[src/rtl/sr_latch_arbiter.sv]
// Round-robin arbiter sharing one NOR SR latch between NREQ requesters:
// timed s/r pulses, settle gap, then a synchronised read-back check per operation.
module sr_latch_arbiter #(
  parameter int NREQ         = 4,
  parameter int PULSE_CYCLES = 2,
  parameter int GAP_CYCLES   = 2
) (
  input  logic            clk,
  input  logic            rst,
  input  logic [NREQ-1:0] req_set,
  input  logic [NREQ-1:0] req_clr,
  input  logic            q_fb,
  output logic            s_drv,
  output logic            r_drv,
  output logic [NREQ-1:0] done,
  output logic            ok,
  output logic [NREQ-1:0] conflict,
  output logic            fault,
  output logic            q_state,
  output logic            busy
);

  localparam int IW   = $clog2(NREQ);
  localparam int CMAX = (PULSE_CYCLES > GAP_CYCLES) ? PULSE_CYCLES : GAP_CYCLES;
  localparam int CW   = $clog2(CMAX + 1);
  localparam int unsigned NU = NREQ;
  localparam logic [CW-1:0] P_LAST = CW'(PULSE_CYCLES);
  localparam logic [CW-1:0] G_LAST = CW'(GAP_CYCLES);
  localparam logic [IW-1:0] IDX_LAST = IW'(NREQ - 1);

  localparam logic [2:0] ST_INIT   = 3'd0;
  localparam logic [2:0] ST_IDLE   = 3'd1;
  localparam logic [2:0] ST_DRIVE  = 3'd2;
  localparam logic [2:0] ST_SETTLE = 3'd3;
  localparam logic [2:0] ST_CHECK  = 3'd4;

  logic [2:0]      r_state;
  logic [CW-1:0]   r_cnt;
  logic [IW-1:0]   r_idx;
  logic [IW-1:0]   r_rr;
  logic            r_op;
  logic            r_init;
  logic            r_sync1;
  logic            r_sync2;
  logic            r_s;
  logic            r_r;
  logic            r_fault;
  logic [NREQ-1:0] r_conf;

  logic [NREQ-1:0] w_valid;
  logic            w_found;
  logic [IW-1:0]   w_pick;
  logic            w_chk_req;
  int unsigned     w_slot;

  assign w_valid = req_set ^ req_clr;

  // Round-robin scan starting at r_rr, wrapping at NREQ.
  always_comb begin
    w_found = 1'b0;
    w_pick  = '0;
    w_slot  = 0;
    for (int unsigned i = 0; i < NU; i++) begin
      w_slot = 32'(r_rr) + i;
      if (w_slot >= NU) w_slot = w_slot - NU;
      if (!w_found && w_valid[w_slot[IW-1:0]]) begin
        w_found = 1'b1;
        w_pick  = w_slot[IW-1:0];
      end
    end
  end

  // The power-up clear reuses SETTLE/CHECK; r_init suppresses its done pulse.
  always_ff @(posedge clk) begin
    if (rst) begin
      r_state <= ST_INIT;
      r_cnt   <= '0;
      r_idx   <= '0;
      r_rr    <= '0;
      r_op    <= 1'b0;
      r_init  <= 1'b1;
      r_sync1 <= 1'b0;
      r_sync2 <= 1'b0;
      r_s     <= 1'b0;
      r_r     <= 1'b0;
      r_fault <= 1'b0;
      r_conf  <= '0;
    end else begin
      r_sync1 <= q_fb;
      r_sync2 <= r_sync1;
      r_conf  <= req_set & req_clr;
      case (r_state)
        ST_INIT: begin
          if (r_cnt == P_LAST) begin
            r_r     <= 1'b0;
            r_cnt   <= CW'(1);
            r_state <= ST_SETTLE;
          end else begin
            r_r   <= 1'b1;
            r_cnt <= r_cnt + CW'(1);
          end
        end
        ST_IDLE: begin
          if (w_found) begin
            r_idx   <= w_pick;
            r_op    <= req_set[w_pick];
            r_init  <= 1'b0;
            r_s     <= req_set[w_pick];
            r_r     <= ~req_set[w_pick];
            r_cnt   <= CW'(1);
            r_state <= ST_DRIVE;
          end
        end
        ST_DRIVE: begin
          if (r_cnt == P_LAST) begin
            r_s     <= 1'b0;
            r_r     <= 1'b0;
            r_cnt   <= CW'(1);
            r_state <= ST_SETTLE;
          end else begin
            r_cnt <= r_cnt + CW'(1);
          end
        end
        ST_SETTLE: begin
          if (r_cnt == G_LAST) r_state <= ST_CHECK;
          else                 r_cnt   <= r_cnt + CW'(1);
        end
        ST_CHECK: begin
          if (!r_init) r_rr <= (r_idx == IDX_LAST) ? '0 : r_idx + IW'(1);
          if (r_sync2 != r_op) r_fault <= 1'b1;
          r_state <= ST_IDLE;
        end
        default: begin
          r_s     <= 1'b0;
          r_r     <= 1'b0;
          r_state <= ST_IDLE;
        end
      endcase
    end
  end

  assign w_chk_req = (r_state == ST_CHECK) && !r_init;

  always_comb begin
    done = '0;
    if (w_chk_req) done = NREQ'(1) << r_idx;
  end

  assign ok       = w_chk_req && (r_sync2 == r_op);
  assign s_drv    = r_s;
  assign r_drv    = r_r;
  assign q_state  = r_sync2;
  assign fault    = r_fault;
  assign conflict = r_conf;
  assign busy     = (r_state != ST_IDLE);

endmodule

[config.mk]
export PLATFORM = sky130hd
export DESIGN_NAME = sr_latch_arbiter
export DESIGN_NICKNAME = d
export VERILOG_FILES = /design/src/rtl/sr_latch_arbiter.sv
export SDC_FILE = /design/constraint.sdc
export NUM_CORES = 1
export LEC_CHECK = 0
export ABC_CLOCK_PERIOD_IN_PS = 2100
export CAP_MARGIN = 40
export CORE_MARGIN = 8
export CORE_UTILIZATION = 49
export CTS_CLUSTER_DIAMETER = 100
export CTS_CLUSTER_SIZE = 10
export DETAILED_ROUTE_END_ITERATION = 10
export PLACE_DENSITY = 0.9
export SYNTH_ARGS = -nofsm -noshare
export SYNTH_HDL_FRONTEND = slang
export SYNTH_SLANG_ARGS = --single-unit
[constraint.sdc]
create_clock -name clk -period 2.1 [get_ports clk]
set_clock_uncertainty 0.05 [all_clocks]
set_input_delay 0.21 -clock clk [delete_from_list [all_inputs] [get_ports clk]]
set_output_delay 0.21 -clock clk [all_outputs]
set_load 0.05 [all_outputs]
**After elaboration in Yosys (flattened, before gate mapping)**

Index checks and enable logic that the tools add are counted.

- Logic and storage cells: 110
- Register bits after elaboration: 20
- Output and inout port bits: 14
- Input port bits: 11

- Add/sub/neg operators: 9
- Bitwise logic cells: 6
- Eq/ne operators: 14
- Shift-type cells: 1
- Reduce and logical (&&, ||, !) cells: 21
- $lt $le $gt $ge: 9
- Mux-type cells: 38

Operators by type and width:

| cell | number |
|---|---|
| $mux W2 | 12 |
| $lt A2 B3 Y1 const B | 5 |
| $mux W1 | 13 |
| $reduce_and A3 Y1 | 4 |
| $bmux W1 S2 | 5 |
| $ge A3 B3 Y1 const B | 3 |
| $mux W3 | 3 |
| $pmux W3 S3 | 1 |
| $ne A2 B2 Y1 const B | 4 |
| $sub A2 B1 Y2 const B | 4 |
| $add A2 B2 Y3 const B | 2 |
| $eq A3 B2 Y1 const B | 2 |
| $pmux W2 S3 | 1 |
| $reduce_and A2 Y1 | 3 |
| $logic_and A1 B1 Y1 | 5 |
| $add A2 B1 Y2 const B | 2 |
| $and A4 B4 Y4 | 1 |
| $eq A2 B2 Y1 const B | 2 |
| $logic_not A1 Y1 | 4 |
| $mux W4 | 1 |
| $not A1 Y1 | 4 |
| $pmux W1 S4 | 1 |
| $reduce_or A2 Y1 | 2 |
| $shl A1 B2 Y4 const A | 1 |
| other kinds (13) | 13 |

**Depth between registers and ports, before layout**

Gate-level depths: netlist (run 1).

- Depth in word-level cells: 19
- Depth in mapped cells: 7
- Gate-level depth less buffers: 7

**Worst setup path before layout (run 1)**

No wires, ideal clock.

- Kind: reg-to-output
- Start: register r_state[2]
- End: output ok
- Cell stages (with the launch flop): 6
- Path slack: 0.150 ns
- Data required time: 1.840 ns
- Data arrival time: 1.690 ns
- Path buffers: 1
- Cell sequence: dfxtp_1 -> buf_2 -> nor3b_1 -> and2b_1 -> inv_1 -> nor2_1

- Cells in the longest elaborated chain, start to end: 3

RTL lines:

| item | RTL line | RTL |
|---|---|---|
| start: declaration | 37 | `logic [2:0] r_state;` |
| start signal: assignment | 76 | `r_state <= ST_INIT;` |
| start signal: assignment | 97 | `r_state <= ST_SETTLE;` |
| start signal: assignment | 111 | `r_state <= ST_DRIVE;` |
| $eq A3 B3 Y1 | 142 | `assign w_chk_req = (r_state == ST_CHECK) && !r_init;` |
| $logic_and A1 B1 Y1 | 142 |  |
| $logic_and A1 B1 Y1 | 149 | `assign ok = w_chk_req && (r_sync2 == r_op);` |
| end: declaration | 16 | `output logic ok,` |

No other way between the ends.

**Final worst setup path (run 1)**

- Start: input req_set[0]
- End: register r_r, in the netlist r_drv

- Cells in the longest elaborated chain, start to end: 18

RTL lines:

| item | RTL line | RTL |
|---|---|---|
| start: declaration | 10 | `input logic [NREQ-1:0] req_set,` |
| $xor A4 B4 Y4 | 56 | `assign w_valid = req_set ^ req_clr;` |
| $bmux W1 S2 | 66 | `if (!w_found && w_valid[w_slot[IW-1:0]]) begin` |
| $mux W1 (not written as such) | 66 |  |
| $mux W1 | 66 |  |
| $logic_not A1 Y1 | 66 |  |
| $logic_and A1 B1 Y1 | 66 |  |
| $mux W1 | 66 |  |
| $logic_not A1 Y1 | 66 |  |
| [... 2 more ...] | -- |  |
| $logic_not A1 Y1 | 66 |  |
| $logic_and A1 B1 Y1 | 66 |  |
| $mux W2 | 66 |  |
| $bmux W1 S2 | 109 | `r_r <= ~req_set[w_pick];` |
| $mux W1 (not written as such) | 109 |  |
| $not A1 Y1 | 109 |  |
| $mux W1 | 104 | `if (w_found) begin` |
| $pmux W1 S4 | 92 | `case (r_state)` |
| end signal: assignment | 109 |  |
| end: declaration | 46 | `logic r_r;` |

Several ways; a longest one is shown, not always the timed one. The select of a mux whose other input is x is not followed.
A chain may end at the register's enable or synchronous reset.

==> reports/results.tsv, run 1 <==
metric	value	unit
status	complete, no violations	
worstPathCellList	clkdlybuf4s50_1 > ha_1 > mux2i_1 > nor2_1 > nor3_2 > mux2_2 > o221ai_1	
ff2ff_setup_slack	0.24	ns
vdd_drop_max	0.547	mV
nets	183	
first_global_vias	1034	
coreArea	2210	sq um
synthTopCellsByArea	dfxtp_1, ha_1, mux2i_1	
syn-cell-area	1150	sq um
ys_types	43	
fin_ws	0.0931	ns
tightest_slew	0.503	ns
synth_edf_count	0	
postCtsSetupBuffers	0	
place_area	1540	sq um
netlist.area_leader.share	0.348	
wire_per_inst	15.1	um
grt_util_all_layers	0.136	
syn_inst	125	
antennaDiodeCount	0	
drc	0	
cp.required	2.29	ns
vias_per_cell	5.58	
htreeDepth	1	
cp-startpoint	req_set[0]	
syn_nets	146	
port_buffers	24	
drt_iter0_drc	34	
post-route-period-util	0.956	
die-area	4150	sq um
yosysTopAreaCell	dfxtp_1	
place_ws	-0.207	ns
ctsResizeCount	0	
cts_tree	yes	
setup_viol	0	
slew_headroom	0.664	
ys_seq_elements	20	
cp_slowest_cell	clkdlybuf4s50_1	
seq_area	400	sq um
final_area	1600	sq um
cp_slowest_stage_delay	0.44	ns
ys_warn_count	0	
clock.fmax	0.498	GHz
r2r_cells	5	
finalCriticalPeriod	2.01	ns
die_y	64.4	um
grt-ovfl-total	0	
io_pins	25	
power.density	585	nW/um^2
multiInputGateArea	682	sq um
cts_buffers	3	
clk_path_buf_depth	2	
critPathArrivalTime	2.19	ns
routed_wl	2.85	mm
final_hold_viol_count	0	
drive_gt1_frac	0.199	
setup_tns	0	ns
synth_area_per_cell	9.20	sq um
crit_path_end_kind	flop	
grt_pass1_wl	4.64	mm
async_reset_ff_frac	0	
p_leak	0.667	nW
synth_top_flop_cell	dfxtp_1	
mostFrequentLayoutCells	dfxtp_1, clkdlybuf4s50_1, buf_4	
min_path_type	input port to flop	
fin_util	0.723	
seq_area_frac_synth	0.348	
cp-endpoint	r_drv$_SDFFE_PP0P_	
fillers	160	
path_class	input port to flop	
start_util	0.520	
syn2layout_area_growth	39.2	%
mostFrequentLayoutCell	dfxtp_1	
dpl.hpwl	2.28	mm
cts_sinks	20	
globalplace.congestion	0.883	
worstSkewPairLatency	0.31	ns
maxSlewViolCount	0	
reg2reg_to	r_drv$_SDFFE_PP0P_	
num_rows	17	
grt_max_degree	13	
vias	1055	
die_w	64.4	um
clk_pin_slew	0.12	ns
ant_nets	0	
dr.pass1.iters	4	
postCtsHoldBufs	0	
antenna_found_initial	0	
clockRootBuffer	clkbuf_4	
start_kind	input port	
r2r_start	r_state[0]$_SDFFE_PP0P_	
cp_max_fo	6	
rsz0062_at_grt	true	
cap_violations	0	
## cells by family (layout without fill, tap and decap cells)
logic type	after synthesis	after routing	share of synthesized area
adder cells (fa/ha/maj)	10	10	0.109
AND/OR/NAND/NOR	45	45	0.248
buffers and inverters	17	53	0.0631
flip-flops	20	20	0.348
multiplexers	6	6	0.0533
XOR/XNOR	1	1	0.00762
AO/OA/AOI/OAI	26	26	0.171
## flip-flops by register name, summed over array words and instances, names as in the netlist, 2 cells and up
name / count
r_cnt: 2
r_rr: 2
conflict: 4
r_idx: 2
r_state: 3
## metrics by stage
| step | hold WS [ns] | total power, mW | instances |
|---|---|---|---|
| 2_1_floorplan | 0.288 | 0.548 | 125 |
| 3_3_place_gp | 0.378 | 0.618 | 185 |
| 3_5_place_dp | 0.392 | 0.628 | 185 |
| 4_1_cts | 0.387 | 0.944 | 189 |
| 5_1_grt | 0.402 | 0.983 | 189 |
| 6_report | 0.395 | 0.936 | 189 |
## routing by layer
metal	GRT usage	vias to the layer above	share of wire
met2	0.250	50	0.52
met4	0.0463	0	0.0098
met5	0	-	0
met1	0.144	483	0.40
met3	0.0378	8	0.068
li1	-	514	-
## final cells by class
| class | count | area share |
|---|---|---|
| clock inverter | 1 | 0.0188 |
| timing repair buffer | 37 | 0.241 |
| sequential | 20 | 0.250 |
| clock buffer | 3 | 0.0141 |
| tap | 28 | 0.0219 |
| inverter | 12 | 0.0281 |
| multi-input combinational | 88 | 0.426 |
## cell usage after synthesis (2+ instances only)
cell / instances
nor3_1: 2
o211ai_1: 3
nor3b_1: 2
nand2b_1: 2
nor4_1: 2
and2_1: 4
nor2b_1: 7
nor4b_1: 2
ha_1: 10
o221ai_1: 2
inv_1: 11
a21oi_1: 9
nand2_1: 4
o21ai_0: 2
clkbuf_1: 3
mux2i_1: 5
nor2_1: 10
dfxtp_1: 20
## how the worst min path moves through the flow
stage	depth (start not counted)	start	end
floorplan	1	q_fb	r_sync1$_SDFF_PP0_
global placement	2	r_init$_SDFFE_PP1P_	r_init$_SDFFE_PP1P_
detailed placement	1	r_sync1$_SDFF_PP0_	q_state$_SDFF_PP0_
CTS	2	q_fb	r_sync1$_SDFF_PP0_
global route	2	q_fb	r_sync1$_SDFF_PP0_
finish	2	q_fb	r_sync1$_SDFF_PP0_
## report_power, final
part / switching (mW) / leakage [nW] / internal [mW] / total, mW
Clock: 0.118 / 0.0279 / 0.193 / 0.311
Combinational: 0.114 / 0.476 / 0.0971 / 0.211
Sequential: 0.0173 / 0.163 / 0.396 / 0.413
Total: 0.249 / 0.667 / 0.686 / 0.936
## worst max-delay path: cells and delay by family
kind | cells | cell delay (ns)
AO/OA/AOI/OAI | 1 | 0.17
adder cells (fa/ha/maj) | 1 | 0.39
buffers and inverters | 1 | 0.44
multiplexers | 2 | 0.56
AND/OR/NAND/NOR | 2 | 0.42
No activity file was read; power rests on OpenSTA's default activity.
==> run 2, diff against run 1 <==
REMOVE_ABC_BUFFERS = 1   (was not set)
==> reports/results.tsv, run 2 (same netlist as run 1, synthesis figures left out) <==
metric	value	unit
worstPathCellList	clkdlybuf4s50_1 > ha_1 > a21oi_1 > o21ai_2 > a2111oi_4 > or3b_1 > o221ai_1	
ant_nets	0	
clock.fmax	0.499	GHz
syn2layout_area_growth	41.3	%
power.density	591	nW/um^2
drive_gt1_frac	0.222	
die_w	64.4	um
slew_headroom	0.658	
start_kind	input port	
mostFrequentLayoutCell	dfxtp_1	
wire_per_inst	16.6	um
cp.required	2.30	ns
holdPathStages	2	
whs	0.402	ns
start_util	0.520	
fin_ws	0.0974	ns
cp_max_fo	6	
vias_per_cell	5.75	
cp_slowest_cell	clkdlybuf4s50_1	
first_global_vias	1137	
port_buffers	24	
r2r_cells	5	
worstSkewPairLatency	0.32	ns
maxSlewViolCount	0	
rsz0062_at_grt	false	
reg2reg_to	r_drv$_SDFFE_PP0P_	
finalNonFillerCells	190	
crit_path_end_kind	flop	
clk_path_buf_depth	2	
cpLargestDelayFamily	compound AO/OA/AOI/OAI gates	
clockRootBuffer	clkbuf_4	
setup_tns	0	ns
die-area	4150	sq um
min_path_type	flop to flop	
num_rows	17	
dpl.hpwl	2.32	mm
tightest_slew	0.511	ns
htreeDepth	1	
fin_util	0.735	
vdd_drop_max	0.358	mV
min-delay-start	r_init$_SDFFE_PP1P_	
dp_cells	186	
hold_end	r_init$_SDFFE_PP1P_	
grt_util_all_layers	0.156	
largest_register_ffs	4	
p_leak	0.675	nW
ff2ff_setup_slack	0.21	ns
post-route-period-util	0.954	
place_ws	-0.197	ns
critPathArrivalTime	2.20	ns
clk_pin_slew	0.12	ns
cts_buffers	3	
grt-ovfl-total	0	
vias	1093	
crit_buf_inv	1	
nets	184	
io_pins	25	
status	complete, no violations	
antennaDiodeCount	0	
cap_violations	0	
postCtsHoldBufs	0	
setup_viol	0	
grt_max_degree	13	
grt_pass1_wl	5.19	mm
path_class	input port to flop	
cts_sinks	20	
cp_slowest_stage_delay	0.43	ns
finalCriticalPeriod	2.00	ns
coreArea	2210	sq um
final_hold_viol_count	0	
mostFrequentLayoutCells	dfxtp_1, clkdlybuf4s50_1, buf_4	
die_y	64.4	um
globalplace.congestion	0.933	
drc	0	
cts_tree	yes	
routed_wl	3.16	mm
r2r_start	r_state[0]$_SDFFE_PP0P_	
dr.pass1.iters	4	
drt_iter0_drc	33	
antenna_found_initial	0	
[run 2: cell type report]
class / count / area, sq um
clock buffers: 3 / 22.5
clock inverters: 1 / 30.0
fillers: 165 / 587
inverters: 12 / 45.0
multi-input cells: 88 / 699
flip-flops and latches: 20 / 400
well taps: 28 / 35.0
repair buffers: 38 / 393
[run 2: metrics by stage]
| step | power, mW | instance area (sq um) |
|---|---|---|
| 3_3_place_gp | 0.618 | 1550 |
| 4_1_cts | 0.957 | 1600 |
| 3_5_place_dp | 0.629 | 1550 |
| 2_1_floorplan | 0.538 | 1120 |
| 5_1_grt | 0.996 | 1630 |
| 6_report | 0.961 | 1630 |
[run 2: per-layer routing]
layer	up-vias	share of wire	wire length (um)	global-route usage
li1	516	-	-	-
met3	8	0.052	165	0.0258
met4	0	0.029	91	0.0899
met5	-	0	0	0
met1	521	0.41	1290	0.173
met2	48	0.51	1620	0.273
[run 2: where the power goes]
part / switching [mW] / internal, mW
registers: 0.0131 / 0.396
clock network: 0.133 / 0.193
logic: 0.124 / 0.101
total: 0.270 / 0.691
[run 2: worst max-delay path by stage]
stage	startpoint	end	slack, ns	cells past startpoint
4_1_cts	r_state[0]$_SDFFE_PP0P_	ok	0.02	5
3_3_place_gp	req_set[3]	r_drv$_SDFFE_PP0P_	-0.16	7
3_5_place_dp	req_set[0]	r_drv$_SDFFE_PP0P_	-0.20	7
6_report	req_set[0]	r_drv$_SDFFE_PP0P_	0.1	7
2_1_floorplan	r_state[2]$_SDFFE_PP0P_	ok	0.16	4
5_1_grt	req_set[3]	r_drv$_SDFFE_PP0P_	0.0003	7
[run 2: repair_timing]
item,4_1_cts,5_1_grt
buffers inserted,0,0
hold endpoints to repair,0,0
gates resized for setup,1,4
setup endpoints to repair,1,4
[run 2: tightest hold or removal path, cell delays in order, from the launching register on]
cell and delay [ns]:
dfxtp_1 0.33, nand2_1 0.05, nand2_1 0.04
==> run 3, diff against run 2 <==
CORE_MARGIN = 1.5   (was 8)
HOLD_SLACK_MARGIN = 0.03   (was not set)
==> reports/results.tsv, run 3 (same netlist as run 1, synthesis figures left out) <==
metric	value	unit
finalCriticalPeriod	2.00	ns
power.density	586	nW/um^2
cap_violations	0	
syn2layout_area_growth	39.3	%
cp-startpoint	req_set[0]	
postCtsSetupBuffers	0	
fillers	167	
critPathArrivalTime	2.21	ns
largest_register_ffs	4	
coreArea	2210	sq um
grt_max_degree	13	
p_leak	0.667	nW
hold_end	r_sync1$_SDFF_PP0_	
cts_sinks	20	
clk_pin_slew	0.13	ns
antenna_found_initial	0	
drive_gt1_frac	0.205	
dpl.hpwl	2.19	mm
fin_ws	0.104	ns
min-delay-start	q_fb	
start_kind	input port	
r2r_cells	5	
dr.pass1.iters	4	
tightest_slew	0.514	ns
clock.fmax	0.501	GHz
path_class	input port to flop	
routed_wl	2.74	mm
crit_path_end_kind	flop	
worstPathCellList	clkdlybuf4s50_1 > ha_1 > or4_4 > o21ai_1 > a21oi_1 > o221ai_1 > o211a_1	
rsz0062_at_grt	false	
nets	183	
final_hold_viol_count	0	
min_path_type	input port to flop	
cts_buffers	3	
mostFrequentLayoutCells	dfxtp_1, clkdlybuf4s50_1, buf_4	
place_ws	-0.191	ns
dp_cells	185	
slew_headroom	0.656	
ant_nets	0	
first_global_vias	1103	
grt_util_all_layers	0.231	
htreeDepth	1	
switchingPower	0.252	mW
cts_tree	yes	
drt_iter0_drc	32	
drc	0	
share_seq_of_total_power	0.435	
setup_viol	0	
p_clk_frac	0.337	
mostFrequentLayoutCell	dfxtp_1	
globalplace.congestion	0.887	
vias	1047	
r2r_start	r_state[0]$_SDFFE_PP0P_	
globalRoute.busiestLayer	met2	
post-route-period-util	0.951	
die_w	51.4	um
io_pins	25	
use_met2	0.412	
cpLargestDelayFamily	simple AND/OR/NAND/NOR gates	
status	complete, no violations	
start_util	0.520	
seq_area	400	sq um
antennaDiodeCount	0	
ff2ff_setup_slack	0.26	ns
finalNonFillerCells	189	
vdd_drop_max	0.688	mV
p_int	0.686	mW
vias_per_cell	5.54	
port_buffers	24	
num_rows	17	
holdPathStages	2	
cp_max_fo	6	
swShare	0.269	
die_y	51.4	um
die-area	2650	sq um
clockRootBuffer	clkbuf_4	
crit_buf_inv	1	
grt_use_met1	0.275	
grt-ovfl-total	0	
cp.required	2.32	ns
worstSkewPairLatency	0.31	ns
wire_per_inst	14.5	um
cp_slowest_stage_delay	0.60	ns
reg2reg_to	r_drv$_SDFFE_PP0P_	
grt_pass1_wl	4.64	mm
maxSlewViolCount	0	
combinationalPowerShare	0.228	
multiInputGateArea	683	sq um
clk_path_buf_depth	2	
use_met3	0.0585	
cp_slowest_cell	or4_4	
==> run 3: cell types whose count changed in the layout (fill, tap and decap cells not counted), sizes merged <==
cell  delta
buf      -1
==> run 3: layer usage <==
layer / routed length (um) / up-vias / share of wire
met5: 0 / - / 0
li1: - / 511 / -
met1: 1160 / 502 / 0.42
met3: 107 / 4 / 0.039
met4: 27 / 0 / 0.0099
met2: 1440 / 30 / 0.53
==> run 3: cell type report <==
cell class / count / area share
Inverter: 12 / 0.0281
Multi-Input combinational cell: 88 / 0.427
Tap cell: 28 / 0.0219
Clock buffer: 3 / 0.0141
Clock inverter: 1 / 0.0187
Timing Repair Buffer: 37 / 0.241
Sequential cell: 20 / 0.250
==> run 3: worst max-delay path by stage <==
| stage | endpoint | depth (start not counted) |
|---|---|---|
| 2_1_floorplan | ok | 4 |
| 3_3_place_gp | r_drv$_SDFFE_PP0P_ | 7 |
| 3_5_place_dp | r_cnt[1]$_SDFFE_PP0P_ | 7 |
| 4_1_cts | ok | 5 |
| 5_1_grt | r_drv$_SDFFE_PP0P_ | 7 |
| 6_report | r_cnt[1]$_SDFFE_PP0P_ | 7 |
==> run 3: through the flow <==
step | cell area, sq um | setup TNS [ns] | util | hold WS, ns | power, mW
6_report | 1600 | 0 | 0.724 | 0.405 | 0.939
3_5_place_dp | 1540 | -1.12 | 0.697 | 0.387 | 0.628
4_1_cts | 1600 | 0 | 0.723 | 0.397 | 0.943
2_1_floorplan | 1120 | 0 | - | 0.229 | 0.538
3_3_place_gp | 1540 | -0.614 | 0.697 | 0.378 | 0.616
5_1_grt | 1600 | 0 | 0.724 | 0.402 | 0.981
==> run 3: timing repair <==
| action | in CTS | in global routing |
|---|---|---|
| endpoints found under the setup margin | 1 | 1 |
| pin swaps | 0 | 0 |
| resized for setup | 1 | 1 |
| hold buffers | 0 | 0 |
==> run 3: power groups by stage <==
stage	logic (mW)	clock network, mW	registers, mW
floorplan	0.0952	0	0.443
global placement	0.201	0	0.415
detailed placement	0.211	0	0.416
CTS	0.212	0.322	0.408
global route	0.230	0.339	0.411
finish	0.214	0.316	0.409
